[config.mk]
export PLATFORM = sky130hd
export DESIGN_NAME = tqvp_sprite_motion_flat
export DESIGN_NICKNAME = d
export VERILOG_FILES = /design/src/rtl/tqvp_sprite_motion_pkg.sv /design/src/rtl/tqvp_sprite_motion_if.sv /design/src/rtl/tqvp_sprite_motion_sprite_axis_step.sv /design/src/rtl/tqvp_sprite_motion.sv /design/src/flat_wrapper.sv
export SDC_FILE = /design/constraint.sdc
export NUM_CORES = 1
export LEC_CHECK = 0
export ABC_AREA = 1
export CAP_MARGIN = 20
export CORE_ASPECT_RATIO = 2
export CORE_MARGIN = 2
export CORE_UTILIZATION = 59
export DETAILED_ROUTE_END_ITERATION = 10
export PLACE_DENSITY = 0.81
export SLEW_MARGIN = 5
export SYNTH_ARGS = -nofsm -noshare
export SYNTH_HDL_FRONTEND = slang
export SYNTH_SLANG_ARGS = --single-unit
[constraint.sdc]
create_clock -name clk -period 3 [get_ports clk]
set_input_delay 0.6 -clock clk [delete_from_list [all_inputs] [get_ports clk]]
set_output_delay 0.6 -clock clk [all_outputs]
set_load 0.02 [all_outputs]
[src/rtl/tqvp_sprite_motion_pkg.sv]
// Shared constants for the sprite motion sequencer: CPU register map, FSM
// encoding, engine write addresses and the collision box helper.
package tqvp_sprite_motion_pkg;

    localparam logic [7:0] MAX_X    = 8'd244;
    localparam logic [7:0] MAX_Y    = 8'd180;
    localparam logic [7:0] SPR_SIZE = 8'd12;

    localparam logic [5:0] S0_ADDR = 6'h04;
    localparam logic [5:0] S1_ADDR = 6'h1A;

    localparam logic [3:0] REG_CTRL   = 4'h0;
    localparam logic [3:0] REG_DIV    = 4'h1;
    localparam logic [3:0] REG_S0_POS = 4'h2;
    localparam logic [3:0] REG_S0_VEL = 4'h4;
    localparam logic [3:0] REG_S1_POS = 4'h6;
    localparam logic [3:0] REG_S1_VEL = 4'h8;

    localparam logic [1:0] ST_IDLE = 2'd0;
    localparam logic [1:0] ST_CALC = 2'd1;
    localparam logic [1:0] ST_WR0  = 2'd2;
    localparam logic [1:0] ST_WR1  = 2'd3;

    function automatic logic boxes_overlap(input logic [7:0] x0, input logic [7:0] y0,
                                           input logic [7:0] x1, input logic [7:0] y1);
        logic [7:0] dx;
        logic [7:0] dy;
        dx = (x0 > x1) ? (x0 - x1) : (x1 - x0);
        dy = (y0 > y1) ? (y0 - y1) : (y1 - y0);
        return (dx < SPR_SIZE) && (dy < SPR_SIZE);
    endfunction

endpackage

[src/rtl/tqvp_sprite_motion_if.sv]
// Valid/ready write port into the sprite engine's shadow registers.
interface tqvp_sprite_motion_if;
    logic        wr_valid;
    logic        wr_ready;
    logic [5:0]  wr_addr;
    logic [15:0] wr_data;

    modport master (output wr_valid, output wr_addr, output wr_data, input wr_ready);
    modport slave  (input wr_valid, input wr_addr, input wr_data, output wr_ready);
endinterface

[src/rtl/tqvp_sprite_motion_sprite_axis_step.sv]
// One axis of sprite motion: advance by signed velocity, clamp and bounce at 0 / max.
module sprite_axis_step (
    input  logic [7:0] pos,
    input  logic [3:0] vel,
    input  logic [7:0] max,
    output logic [7:0] new_pos,
    output logic [3:0] new_vel
);
    logic signed [9:0] n;
    logic [3:0]        neg_vel;

    always_comb begin
        n       = $signed({2'b00, pos}) + $signed({{6{vel[3]}}, vel});
        // -(-8) does not fit in 4 bits, so it saturates to +7
        neg_vel = (vel == 4'b1000) ? 4'b0111 : (~vel + 4'd1);
        new_pos = pos;
        new_vel = vel;
        if (n < 0) begin
            new_pos = '0;
            new_vel = neg_vel;
        end else if (n > $signed({2'b00, max})) begin
            new_pos = max;
            new_vel = neg_vel;
        end else begin
            new_pos = n[7:0];
        end
    end
endmodule

[src/rtl/tqvp_sprite_motion.sv]
// Sprite motion sequencer: per-frame position update and two engine writes.
// Optional collision flag/interrupt enabled by SPRITE_MOTION_COLLIDE_EN.
module tqvp_sprite_motion
    import tqvp_sprite_motion_pkg::*;
(
    input  logic                        clk,
    input  logic                        rst_n,
    input  logic [3:0]                  address,
    input  logic [15:0]                 data_in,
    input  logic [1:0]                  data_write_n,
    output logic [15:0]                 data_out,
    input  logic                        frame_tick,
    tqvp_sprite_motion_if.master        wr,
    output logic                        user_interrupt
);
    logic [1:0]  state;
    logic        enable;
    logic [7:0]  div, div_cnt;
    logic [15:0] s0_pos, s1_pos, s1_buf;
    logic [7:0]  s0_vel, s1_vel;
    logic [7:0]  nx0, ny0, nx1, ny1;
    logic [3:0]  ndx0, ndy0, ndx1, ndy1;
    logic [15:0] ctrl_rd;
    logic        wr_en;

    assign wr_en = (data_write_n != 2'b11);

    sprite_axis_step u_x0 (.pos(s0_pos[7:0]),  .vel(s0_vel[3:0]), .max(MAX_X), .new_pos(nx0), .new_vel(ndx0));
    sprite_axis_step u_y0 (.pos(s0_pos[15:8]), .vel(s0_vel[7:4]), .max(MAX_Y), .new_pos(ny0), .new_vel(ndy0));
    sprite_axis_step u_x1 (.pos(s1_pos[7:0]),  .vel(s1_vel[3:0]), .max(MAX_X), .new_pos(nx1), .new_vel(ndx1));
    sprite_axis_step u_y1 (.pos(s1_pos[15:8]), .vel(s1_vel[7:4]), .max(MAX_Y), .new_pos(ny1), .new_vel(ndy1));

    always_ff @(posedge clk) begin
        if (!rst_n) begin
            state       <= ST_IDLE;
            enable      <= 1'b0;
            div         <= '0;
            div_cnt     <= '0;
            s0_pos      <= '0;
            s1_pos      <= '0;
            s0_vel      <= '0;
            s1_vel      <= '0;
            s1_buf      <= '0;
            wr.wr_valid <= 1'b0;
            wr.wr_addr  <= '0;
            wr.wr_data  <= '0;
        end else begin
            if (wr_en && address == REG_CTRL) enable <= data_in[0];
            if (wr_en && address == REG_DIV)  div    <= data_in[7:0];

            // A CPU write in the CALC cycle takes precedence over the motion update
            if (wr_en && address == REG_S0_POS)  s0_pos <= data_in;
            else if (state == ST_CALC)           s0_pos <= {ny0, nx0};
            if (wr_en && address == REG_S0_VEL)  s0_vel <= data_in[7:0];
            else if (state == ST_CALC)           s0_vel <= {ndy0, ndx0};
            if (wr_en && address == REG_S1_POS)  s1_pos <= data_in;
            else if (state == ST_CALC)           s1_pos <= {ny1, nx1};
            if (wr_en && address == REG_S1_VEL)  s1_vel <= data_in[7:0];
            else if (state == ST_CALC)           s1_vel <= {ndy1, ndx1};

            case (state)
                ST_IDLE: begin
                    if (frame_tick && enable) begin
                        if (div_cnt == '0) begin
                            state   <= ST_CALC;
                            div_cnt <= div;
                        end else begin
                            div_cnt <= div_cnt - 8'd1;
                        end
                    end
                end
                ST_CALC: begin
                    state       <= ST_WR0;
                    wr.wr_valid <= 1'b1;
                    wr.wr_addr  <= S0_ADDR;
                    wr.wr_data  <= {ny0, nx0};
                    s1_buf      <= {ny1, nx1};
                end
                ST_WR0: begin
                    if (wr.wr_ready) begin
                        state      <= ST_WR1;
                        wr.wr_addr <= S1_ADDR;
                        wr.wr_data <= s1_buf;
                    end
                end
                default: begin
                    if (wr.wr_ready) begin
                        state       <= ST_IDLE;
                        wr.wr_valid <= 1'b0;
                    end
                end
            endcase

            if (wr_en && address == REG_DIV) div_cnt <= data_in[7:0];
        end
    end

`ifdef SPRITE_MOTION_COLLIDE_EN
    logic irq_en, coll_flag;

    always_ff @(posedge clk) begin
        if (!rst_n) begin
            irq_en    <= 1'b0;
            coll_flag <= 1'b0;
        end else begin
            if (wr_en && address == REG_CTRL) begin
                irq_en <= data_in[1];
                if (data_in[2]) coll_flag <= 1'b0;
            end
            if (state == ST_CALC && boxes_overlap(nx0, ny0, nx1, ny1)) coll_flag <= 1'b1;
        end
    end

    assign user_interrupt = coll_flag && irq_en;
    assign ctrl_rd        = {13'b0, coll_flag, irq_en, enable};
`else
    assign user_interrupt = 1'b0;
    assign ctrl_rd        = {15'b0, enable};
`endif

    always_comb begin
        data_out = '0;
        case (address)
            REG_CTRL:   data_out = ctrl_rd;
            REG_DIV:    data_out = {8'b0, div};
            REG_S0_POS: data_out = s0_pos;
            REG_S0_VEL: data_out = {8'b0, s0_vel};
            REG_S1_POS: data_out = s1_pos;
            REG_S1_VEL: data_out = {8'b0, s1_vel};
            default:    data_out = '0;
        endcase
    end
endmodule

[src/flat_wrapper.sv]
// flat-port wrapper written by rule: the top's interface ports become plain ports
module tqvp_sprite_motion_flat import tqvp_sprite_motion_pkg::*;
  (clk, rst_n, address, data_in, data_write_n, data_out, frame_tick, user_interrupt, wr_wr_valid, wr_wr_addr, wr_wr_data, wr_wr_ready);
  tqvp_sprite_motion_if wr_i ();
  input  logic clk;
  input  logic rst_n;
  input  logic [3:0] address;
  input  logic [15:0] data_in;
  input  logic [1:0] data_write_n;
  output logic [15:0] data_out;
  input  logic frame_tick;
  output logic user_interrupt;
  output wire logic [$bits(wr_i.wr_valid)-1:0] wr_wr_valid;
  output wire logic [$bits(wr_i.wr_addr)-1:0] wr_wr_addr;
  output wire logic [$bits(wr_i.wr_data)-1:0] wr_wr_data;
  input wire logic [$bits(wr_i.wr_ready)-1:0] wr_wr_ready;
  assign wr_wr_valid = wr_i.wr_valid;
  assign wr_wr_addr = wr_i.wr_addr;
  assign wr_wr_data = wr_i.wr_data;
  assign wr_i.wr_ready = wr_wr_ready;
  tqvp_sprite_motion u_core (.clk(clk), .rst_n(rst_n), .address(address), .data_in(data_in), .data_write_n(data_write_n), .data_out(data_out), .frame_tick(frame_tick), .wr(wr_i), .user_interrupt(user_interrupt));
endmodule
==> impl_results.md <==
* Reg-to-reg endpoint: u_core.s1_buf[3]
* Bufs on Longest Clock Path at 2
* Cell-internal power at roughly 2.3 mW
* Post-CTS Resized at 18
* Layout cells sized above 1 at 0.110
* DRC errors left at 0
* First-pass GRT wire length at 37,500 um
* Synth top area share at 0.271
* H-tree levels at 3
* Post-CTS Setup Bufs at 0
* Iteration-0 DRC Markers at 666
* GRT Resource Usage Total at 0.339
* Via count at 8,053
* Seq pwr share at 0.414
* Setup crit start: address[1]
* Critical Path AT at about 2.4 ns
* # nets final at 1,262
* Register area at 0.00204 sq mm
* Post-synthesis sequential area ratio at 0.271
* RD Place Congestion at 0.999
* Commonest non-fill, non-tap cell in the layout: nand2_1
* Comb pwr share at 0.237
* Most frequent cells in the layout: 225 x nand2_1, 170 x inv_1, 124 x nand3_1
* Fillers at approximately 1,200
* Reg2Reg Setup Slack at 0.44 ns
* Fmax at 339 MHz
* Slowest cell on crit path: clkdlybuf4s50_1
* Root buffer cell: clkbuf_16
* Pwr per Cell Area at 405 mW/mm^2
* Synth area leaders: dfxtp_1 27%, nand2_1 11%, inv_1 8.5%, nand3_1 8.2%, ha_1 7.6%
* Cell variety after synth at 50
* HPWL Detailed at 17,900 um
* Area leader, netlist: dfxtp_1
* Cells along the critical path: clkdlybuf4s50_1, inv_1, nor2_1, nand2_1, buf_4, buf_12, o22ai_1, clkdlybuf4s15_1
* Total CTS buffers at 9
* Max transition margin at 0.533
* Fin. max-slew vios at 0
* Hold path start: u_core.s1_buf[8]
* RSZ-0062 raised after global routing: yes
* Clock Skews at 0.00763 ns
* Element type at the critical path end: output pin
* Area Overhead vs Synth at 14.2%
* Area of the multi-input gates at roughly 0.0046 sq mm
* Synth Instances at 1,127
* CP Max Fanout at 7
* Io pins at 66
* Path depth of the worst reg2reg path at 12
* Die H at 164 um
* IO Port Bufs at a little over 60
* Synth async-reset ratio at 0
* Slowest stage delay, CP at 0.53 ns
* Final hold vios at 0
* Hold_buf cts at 0
* Synth Area per Inst at ~6.7 sq um
* ANT cells at 0
* Final WS setup at 0.0465 ns
* Antenna Nets Post-Route at 0
* Top_reg_cell synth: dfxtp_1
* CP Class: in2out
* Rows at 58
* Synth warnings at 0
* CP endpoint: data_out[14]
* Status: finished, final reports clean
* Crit Reg-Reg Startpoint: u_core.s1_vel[3]
* PnR Total Power at roughly 3.5 mW
* Die area at 0.0138 sq mm
* CTS clk-pin slew, worst paths at approximately 0.070 ns
* Sw power at 1.17 mW
* Area of the core at 0.0126 sq mm
* Type of the tightest min-delay check: reg2reg
* Leakage power at slightly below 4 nW
* Post-route minimum period at ~3 ns
* Clock Latency Late Sink at 0.36 ns
* DP Worst Slack at -0.249 ns
* Clock share of power at 0.348
* Die width at 84.0 um
* Max Cap Viol at 0
* TritonCTS clock tree: yes
* Initial Util at 0.601
* VDD IR max at 0.000406 V
* CTS Sinks at slightly above 100
* Detail-routed net length per standard cell at between 15 and 20 um
* Total length of routed wires at 23,200 um
* Worst setup SP type: input pin
* CP Data Required Time at roughly 2.4 ns
* Worst Max-Slew Pin Slew at 0.698 ns
* DRT Pass-1 Iters at 7
* Vias in the first global route at 7,585
* Post-DR vias/cell at 6.01
* Largest net degree at the start of global routing at between 90 and 100
* Sw Ratio at 0.334
* Setup-failing EPs final at 0
* Synthesized flop and latch total at 102
* Final period util at 0.984
* EDFF count, synth at 0
* Initial antenna violation count at 0
* Overflow after GRT at 0
* Mapped Area at 0.00755 sq mm
[worst min path at each step]
stage | end | slack, ns | depth (start not counted)
floorplan | u_core.enable | 0.44 | 2
global placement | u_core.div[2] | 0.45 | 2
detailed placement | u_core.s1_buf[8] | 0.46 | 2
CTS | u_core.s1_buf[8] | 0.47 | 2
global route | u_core.s1_buf[5] | 0.49 | 2
finish | u_core.s1_buf[8] | 0.47 | 2
[worst max-delay path, delay by kind of cell]
family	cells	cell delay, ns
simple gates	2	0.34
compound gates	1	0.16
buf+inv	5	1.24
[cell usage after synthesis, types with 3 or more instances]
cell        n
nand3_2    10
clkbuf_1   15
inv_2      11
nor2_4      6
a21oi_2    10
o221ai_1    3
nand3_1   124
a22oi_1    15
nand4_1    19
ha_1       46
xnor2_1     4
o21ai_1     3
buf_4       7
a221oi_1    4
o21ai_0    32
nand2_2    23
nand3b_1   10
inv_1     171
dfxtp_1   102
nand2_1   227
a31oi_1    12
nor2_1     52
nor2_2      7
xor2_1      9
a21oi_1   108
fa_1        4
buf_6       3
buf_2      13
o211ai_1    6
clkinv_1    3
o22ai_1    43
or2_2       3
[stage by stage]
step                utilization  instances  cell area, sq um  TNS (ns)  hold WS, ns
global route              0.686       1341              8620   -0.0781        0.489
detailed placement        0.665       1325              8350     -2.87        0.458
CTS                       0.688       1341              8640         0        0.469
global placement          0.665       1325              8350     -1.98        0.451
floorplan                     -       1129              7550         0        0.437
finish                    0.686       1341              8620         0        0.468
[per-layer routing]
metal,vias up,global-route usage,wire (um)
li1,3880,-,-
met1,3743,0.379,8700
met2,333,0.609,11800
met3,97,0.0503,1350
met4,0,0.188,1340
met5,-,0,0
[logic make-up (layout without fill, tap and decap cells)]
logic type,after synthesis,in the layout,synth area share
flip-flops,102,102,0.271
other,1,3,0.000497
AND/OR/NAND/NOR,494,494,0.316
buffers and inverters,225,287,0.121
AO/OA/AOI/OAI,242,242,0.190
XOR/XNOR,13,13,0.0151
adder cells (fa/ha/maj),50,50,0.0869
[final cells by class]
type / instances / area share
clock buffer: 10 / 0.0277
timing repair buffer: 86 / 0.0906
clock inverter: 6 / 0.00799
tap: 150 / 0.0218
sequential: 102 / 0.237
multi-input combinational: 802 / 0.534
inverter: 185 / 0.0806
[registers in the layout, indices dropped and copies added, names as in the netlist]
register / count
u_core.div: 8
u_core.div_cnt: 8
u_core.enable: 1
u_core.s0_pos: 16
u_core.s0_vel: 8
u_core.s1_buf: 16
u_core.s1_pos: 16
u_core.s1_vel: 8
u_core.state: 2
u_core.wr.wr_addr: 2
u_core.wr.wr_data: 16
u_core.wr.wr_valid: 1
[power by group through the flow]
| stage | clock network, mW | registers (mW) | logic [mW] |
|---|---|---|---|
| floorplan | 0 | 1.48 | 0.523 |
| global placement | 0 | 1.47 | 0.805 |
| finish | 1.22 | 1.45 | 0.830 |
| detailed placement | 0 | 1.48 | 0.807 |
| CTS | 1.22 | 1.44 | 0.812 |
| global route | 1.26 | 1.45 | 0.900 |
(Power assumes the default switching activity.)
